===== src/rtl/sbox_lookup_server.sv =====
// sbox_lookup_server: pipelined 4-lane AES S-Box responder for SubBytes column lookups.
// Each accepted column returns four substituted bytes with a done pulse LATENCY (1 or 2)
// cycles later, tagged with its column position inside the 16-byte state.
// Optional feature macro: SBOX_INVERSE_EN adds the inv port and the InvS-Box path.
module sbox_lookup_server #(
  parameter int LATENCY = 1,
  parameter int COLS    = 4
) (
  input  logic       clk,
  input  logic       rst,
  input  logic       rd_en,
  input  logic [7:0] addr0,
  input  logic [7:0] addr1,
  input  logic [7:0] addr2,
  input  logic [7:0] addr3,
`ifdef SBOX_INVERSE_EN
  input  logic       inv,
`endif
  output logic [7:0] dout0,
  output logic [7:0] dout1,
  output logic [7:0] dout2,
  output logic [7:0] dout3,
  output logic       done,
  output logic [1:0] col_idx,
  output logic       col_last,
  output logic       busy
);

  localparam logic [1:0] LAST_COL = 2'(COLS - 1);

  // GF(2^8) multiply modulo x^8+x^4+x^3+x+1 by shift-and-add
  function automatic logic [7:0] gf_mul(input logic [7:0] a, input logic [7:0] b);
    logic [7:0] p;
    logic [7:0] aa;
    p  = 8'h00;
    aa = a;
    for (int i = 0; i < 8; i++) begin
      if (b[i]) p = p ^ aa;
      aa = {aa[6:0], 1'b0} ^ (aa[7] ? 8'h1B : 8'h00);
    end
    return p;
  endfunction

  // Multiplicative inverse as x^254 (x^2*x^4*...*x^128); maps 0 to 0 naturally
  function automatic logic [7:0] gf_inv(input logic [7:0] x);
    logic [7:0] sq;
    logic [7:0] r;
    sq = x;
    r  = 8'h01;
    for (int i = 1; i < 8; i++) begin
      sq = gf_mul(sq, sq);
      r  = gf_mul(r, sq);
    end
    return r;
  endfunction

  function automatic logic [7:0] rotl(input logic [7:0] b, input int n);
    return 8'((b << n) | (b >> (8 - n)));
  endfunction

  // Forward S-Box: affine transform of the GF inverse
  function automatic logic [7:0] sbox_fwd(input logic [7:0] x);
    logic [7:0] b;
    b = gf_inv(x);
    return b ^ rotl(b, 1) ^ rotl(b, 2) ^ rotl(b, 3) ^ rotl(b, 4) ^ 8'h63;
  endfunction

`ifdef SBOX_INVERSE_EN
  // Inverse S-Box: undo the affine transform first, then take the GF inverse
  function automatic logic [7:0] sbox_inv(input logic [7:0] y);
    return gf_inv(rotl(y, 1) ^ rotl(y, 3) ^ rotl(y, 6) ^ 8'h05);
  endfunction
`endif

  logic [1:0]  col_cnt;
  logic        f_valid;
  logic [31:0] f_addr;
  logic [1:0]  f_col;
  logic [31:0] f_result;
`ifdef SBOX_INVERSE_EN
  logic        f_inv;
`endif

  // Column numbering advances once per accepted request and wraps at the end of the state
  always_ff @(posedge clk) begin
    if (rst)        col_cnt <= 2'd0;
    else if (rd_en) col_cnt <= (col_cnt == LAST_COL) ? 2'd0 : col_cnt + 2'd1;
  end

  generate
    if (LATENCY == 2) begin : g_lat2
      logic        s_valid;
      logic [31:0] s_addr;
      logic [1:0]  s_col;
`ifdef SBOX_INVERSE_EN
      logic        s_inv;
`endif

      // Input stage register: the lookup runs in the following cycle, off the input path
      always_ff @(posedge clk) begin
        if (rst) begin
          s_valid <= 1'b0;
          s_addr  <= 32'h0;
          s_col   <= 2'd0;
`ifdef SBOX_INVERSE_EN
          s_inv   <= 1'b0;
`endif
        end else begin
          s_valid <= rd_en;
          if (rd_en) begin
            s_addr <= {addr3, addr2, addr1, addr0};
            s_col  <= col_cnt;
`ifdef SBOX_INVERSE_EN
            s_inv  <= inv;
`endif
          end
        end
      end

      assign f_valid = s_valid;
      assign f_addr  = s_addr;
      assign f_col   = s_col;
`ifdef SBOX_INVERSE_EN
      assign f_inv   = s_inv;
`endif
      assign busy    = s_valid | done;
    end else begin : g_lat1
      assign f_valid = rd_en;
      assign f_addr  = {addr3, addr2, addr1, addr0};
      assign f_col   = col_cnt;
`ifdef SBOX_INVERSE_EN
      assign f_inv   = inv;
`endif
      assign busy    = done;
    end
  endgenerate

  // Four independent byte substitutions, one per lane
  always_comb begin
    f_result = 32'h0;
    for (int k = 0; k < 4; k++) begin
`ifdef SBOX_INVERSE_EN
      f_result[8*k +: 8] = f_inv ? sbox_inv(f_addr[8*k +: 8]) : sbox_fwd(f_addr[8*k +: 8]);
`else
      f_result[8*k +: 8] = sbox_fwd(f_addr[8*k +: 8]);
`endif
    end
  end

  // Output register: data and column tag only update on a valid result, done is a single pulse
  always_ff @(posedge clk) begin
    if (rst) begin
      done     <= 1'b0;
      col_last <= 1'b0;
      col_idx  <= 2'd0;
      dout0    <= 8'h00;
      dout1    <= 8'h00;
      dout2    <= 8'h00;
      dout3    <= 8'h00;
    end else begin
      done     <= f_valid;
      col_last <= f_valid && (f_col == LAST_COL);
      if (f_valid) begin
        col_idx <= f_col;
        dout0   <= f_result[7:0];
        dout1   <= f_result[15:8];
        dout2   <= f_result[23:16];
        dout3   <= f_result[31:24];
      end
    end
  end

endmodule


===== config.mk =====
export PLATFORM = sky130hd
export DESIGN_NAME = sbox_lookup_server
export DESIGN_NICKNAME = d
export VERILOG_FILES = /design/src/rtl/sbox_lookup_server.sv
export SDC_FILE = /design/constraint.sdc
export NUM_CORES = 2
export LEC_CHECK = 0
export BUFFER_PORTS_ARGS = -buffer_cell sky130_fd_sc_hd__buf_2
export CORE_ASPECT_RATIO = 0.7
export CORE_MARGIN = 4
export CORE_UTILIZATION = 40
export DETAILED_ROUTE_END_ITERATION = 12
export PLACE_DENSITY = 0.51
export SETUP_SLACK_MARGIN = 0.1
export SYNTH_ARGS = -nofsm -noshare
export SYNTH_HDL_FRONTEND = slang
export SYNTH_SLANG_ARGS = --single-unit

===== constraint.sdc =====
create_clock -name clk -period 20.2 [get_ports clk]
set_input_delay 4.04 -clock clk [delete_from_list [all_inputs] [get_ports clk]]
set_output_delay 4.04 -clock clk [all_outputs]
set_load 0.02 [all_outputs]

==> out/summary.md <==
The pre-antenna-repair detailed-routing pass consisted of 6 iterations. The netlist uses 127 different library cells. After synthesis the netlist holds a flip-flop and latch count of 38. The total of hold buffers inserted after clock tree synthesis is 0. OpenSTA, run right after detailed placement, puts the worst setup slack at -649 ps.

The share of async-settable or async-resettable flops after synthesis was 0%; the final routed wirelength across all metal layers was 187000 um. The fraction of layout cells with a size suffix above 1 works out to 13.2%. The tools report the number of global-route vias before repair as 53800.

Part of the Yosys area used for sequential elements: 1.29%. The synthesized netlist net count came out at 8279. The most used flip-flop cell after synthesis is dfxtp_1. STA classifies the critical path endpoint as a register.

After detailed routing, the average wire length per cell comes to 18.4 um. The first global-routing pass estimated 303000 um of wire. Clock tree synthesis inserted a total of 5 buffers.

The number of hold violations in the final report was 0; the synthesized instance count was 8215. In this run the mean area of a mapped cell was 7.18 um^2. The run finished with clean final reports.

Detailed placement ended at an HPWL of 139000 um. The critical-path cell with the highest stage delay was xor3_1. For the pin with the worst max-slew slack, the measured transition is 1140 ps. In this design, the largest share of critical-path delay is due to XOR/XNOR gates.

After clock tree synthesis, the clock-pin slew on the worst setup and hold paths is 60 ps. The logs give 0.885 for the routability congestion estimate from global placement and 0 for the synthesis warning total. The floorplan step set the die width to 467 um.

For the area of the core region, the log shows 146000 um^2. The arrival time of data at the critical path endpoint was 19440 ps. Setup repair after global routing left no endpoint under its margin. Summed area of non-filler cells in the final layout: 64600 um^2. The upper clock frequency limit was 52.0 MHz; the number of levels in the clock H-tree was 2. Count of unresolved DRC violations after routing: 0.

Relative to the synthesized area, the layout overhead comes to 9.50%. Class of the most critical setup path: input pin to register. Dividing the detail-routed via count by the number of cells gives 5.71. The largest fanout on the critical path works out to 10. For this block, the initial DRC count from the detailed router was 5822. In this run, synthesis inferred 0 flip-flops with an integrated enable.

The row count came out at 117. The most numerous cell type found on the critical path is xnor2_1. The number of buffer and inverter instances along the worst setup path came out at 5.

The root buffer selected by CTS is clkbuf_16. The die is 329 um tall. Setup violations remaining at the end of the flow were counted as 0.

TritonCTS built the clock tree. For this run, the post-layout net count is 8249. The final-report max-slew violation count came out at 0. The worst slew slack as a fraction of its limit was 23.8%.

The number of antenna diodes in the final layout is 0. The post-route minimum period was 19250 ps; the area of the multi-input gates was 56900 um^2. Port buffering added 71 buffers. Number of buffers on the longest clock path: 2.

The logs give 23.2% for the overall routing resource usage and 1 for the initial antenna violation count. The placed instances occupy a cell area of 63200 um^2. The routed layout has 58000 vias. The clock arrives with 0.475 ps of skew. Setup slack closes at 953 ps. Counting every sink on the clock net gives 38. The starting utilization of the core area was 40.4%; the top-level I/O count was 72.

Summing all flip-flop and latch instances after layout gives 761 um^2. The largest net degree at the start of global routing is 43. The layout has 14900 filler cells. The worst setup path is launched from an input pin.

Across the run, the number of max-cap violations was 0. The area of the die is 154000 um^2. Path class of the lowest-slack min-delay path: register to register.

In this run the remaining antenna-violating nets after routing total 0. The endpoint required time on the critical path was 20390 ps; the post-route clock period utilization was 95.3%. The mapped netlist covers 59000 um^2. Summed over all layers, the global routing overflow is 0. The largest single stage delay on the critical path is 680 ps.

Clock latency on the worst-skew pair, taken at its later pin, is 290 ps.
-- cell usage in the layout, fill, tap and decap left out, types with 38 or more instances in the layout --
cell type,synthesis,routed
xnor2_1,1618,1515
nor2_1,1266,1258
nand2_1,813,812
buf_4,36,470
a21oi_1,432,427
xor2_1,439,414
o21ai_0,359,356
mux2i_1,246,243
xnor3_1,221,214
nand3_1,214,214
xnor2_2,121,199
nor3_1,200,198
o22ai_1,137,137
a211oi_1,88,87
inv_1,76,76
a31oi_1,74,74
buf_2,132,71
o211ai_1,69,69
a22oi_1,60,60
nand2b_1,59,59
and2_1,57,56
xnor2_4,28,54
or3_1,52,52
xor2_2,32,49
nor2b_1,45,45
mux2_2,38,38
dfxtp_1,38,38
-- synth_stat cells, types with 88 or more instances --
| cell type | count | share of area [%] |
|---|---|---|
| xnor2_1 | 1618 | 24 |
| nor2_1 | 1266 | 8.1 |
| nand2_1 | 813 | 5.2 |
| xor2_1 | 439 | 6.5 |
| buf_2 | 132 | 1.1 |
| o22ai_1 | 137 | 1.5 |
| xnor3_1 | 221 | 8.4 |
| a211oi_1 | 88 | 1.1 |
| clkbuf_1 | 356 | 2.3 |
| a21oi_1 | 432 | 3.7 |
| mux2i_1 | 246 | 4.2 |
| nor3_1 | 200 | 1.7 |
| xnor2_2 | 121 | 3.3 |
| nand3_1 | 214 | 1.8 |
| o21ai_0 | 359 | 3.0 |
-- through the flow --
step / instances / util, % / hold slack, ps / setup TNS (ps)
after floorplan: 8215 / - / 487 / 0
after global placement: 10100 / 43.3 / 467 / -874
after detailed placement: 10100 / 43.3 / 469 / -5190
after CTS: 10100 / 43.4 / 480 / 0
after global routing: 10100 / 44.2 / 508 / 0
final: 10100 / 44.2 / 477 / 0
-- flip-flops by register name, summed over array words and instances (netlist names) --
name      cells
dout3         8
col_last      1
dout2         8
busy          1
dout0         8
dout1         8
col_cnt       2
col_idx       2
-- final timing paths --
check | from | to | slack (ps) | cells past startpoint
setup / recovery | addr3[0] | dout3[1] | 950 | 55
hold reg to reg | dout3[4] | dout3[4] | 480 | 2
hold / removal | dout3[4] | dout3[4] | 480 | 2
setup reg to reg | col_cnt[0] | col_cnt[1] | 19260 | 3
-- timing repair --
item / CTS / global route
endpoints found under the setup margin: 8 / 32
buffers inserted: 0 / 32
pin swaps: 0 / 14
resized for setup: 2 / 144
cloned: 0 / 1
-- kinds of logic (layout without fill, tap and decap cells) --
logic type | Yosys count | after routing | share of synthesized area (%)
flops | 38 | 38 | 1.29
fa+ha+maj | 35 | 35 | 0.717
simple gates | 2912 | 2912 | 21.4
buf+inv | 683 | 653 | 4.95
xor+xnor | 2520 | 2521 | 47.0
mux | 295 | 295 | 5.20
compound gates | 1732 | 1732 | 19.4
-- tightest hold or removal path, delay by kind of cell, from the launching register on --
kind | cells | cell delay (ps)
flip-flops | 1 | 310
AND/OR/NAND/NOR | 1 | 70
AO/OA/AOI/OAI | 1 | 50
-- metal layers --
layer / up-vias / wire [um] / GRT usage [%]
met3: 110 / 11900 / 1.82
met4: 2 / 980 / 1.62
met2: 1917 / 79800 / 35.0
li1: 28300 / - / -
met5: - / 13 / 0
met1: 27600 / 94000 / 37.0
-- layout make-up --
type / count / area share, %
sequential: 38 / 1.18
timing repair buffer: 543 / 6.08
clock inverter: 3 / 0.107
clock buffer: 5 / 0.194
inverter: 102 / 0.593
multi-input combinational: 7495 / 88.0
tap: 1963 / 3.80
Power is left out: the tool's default activity adds up to more than one toggle a clock period on the data nets, which glitch-free logic cannot reach.
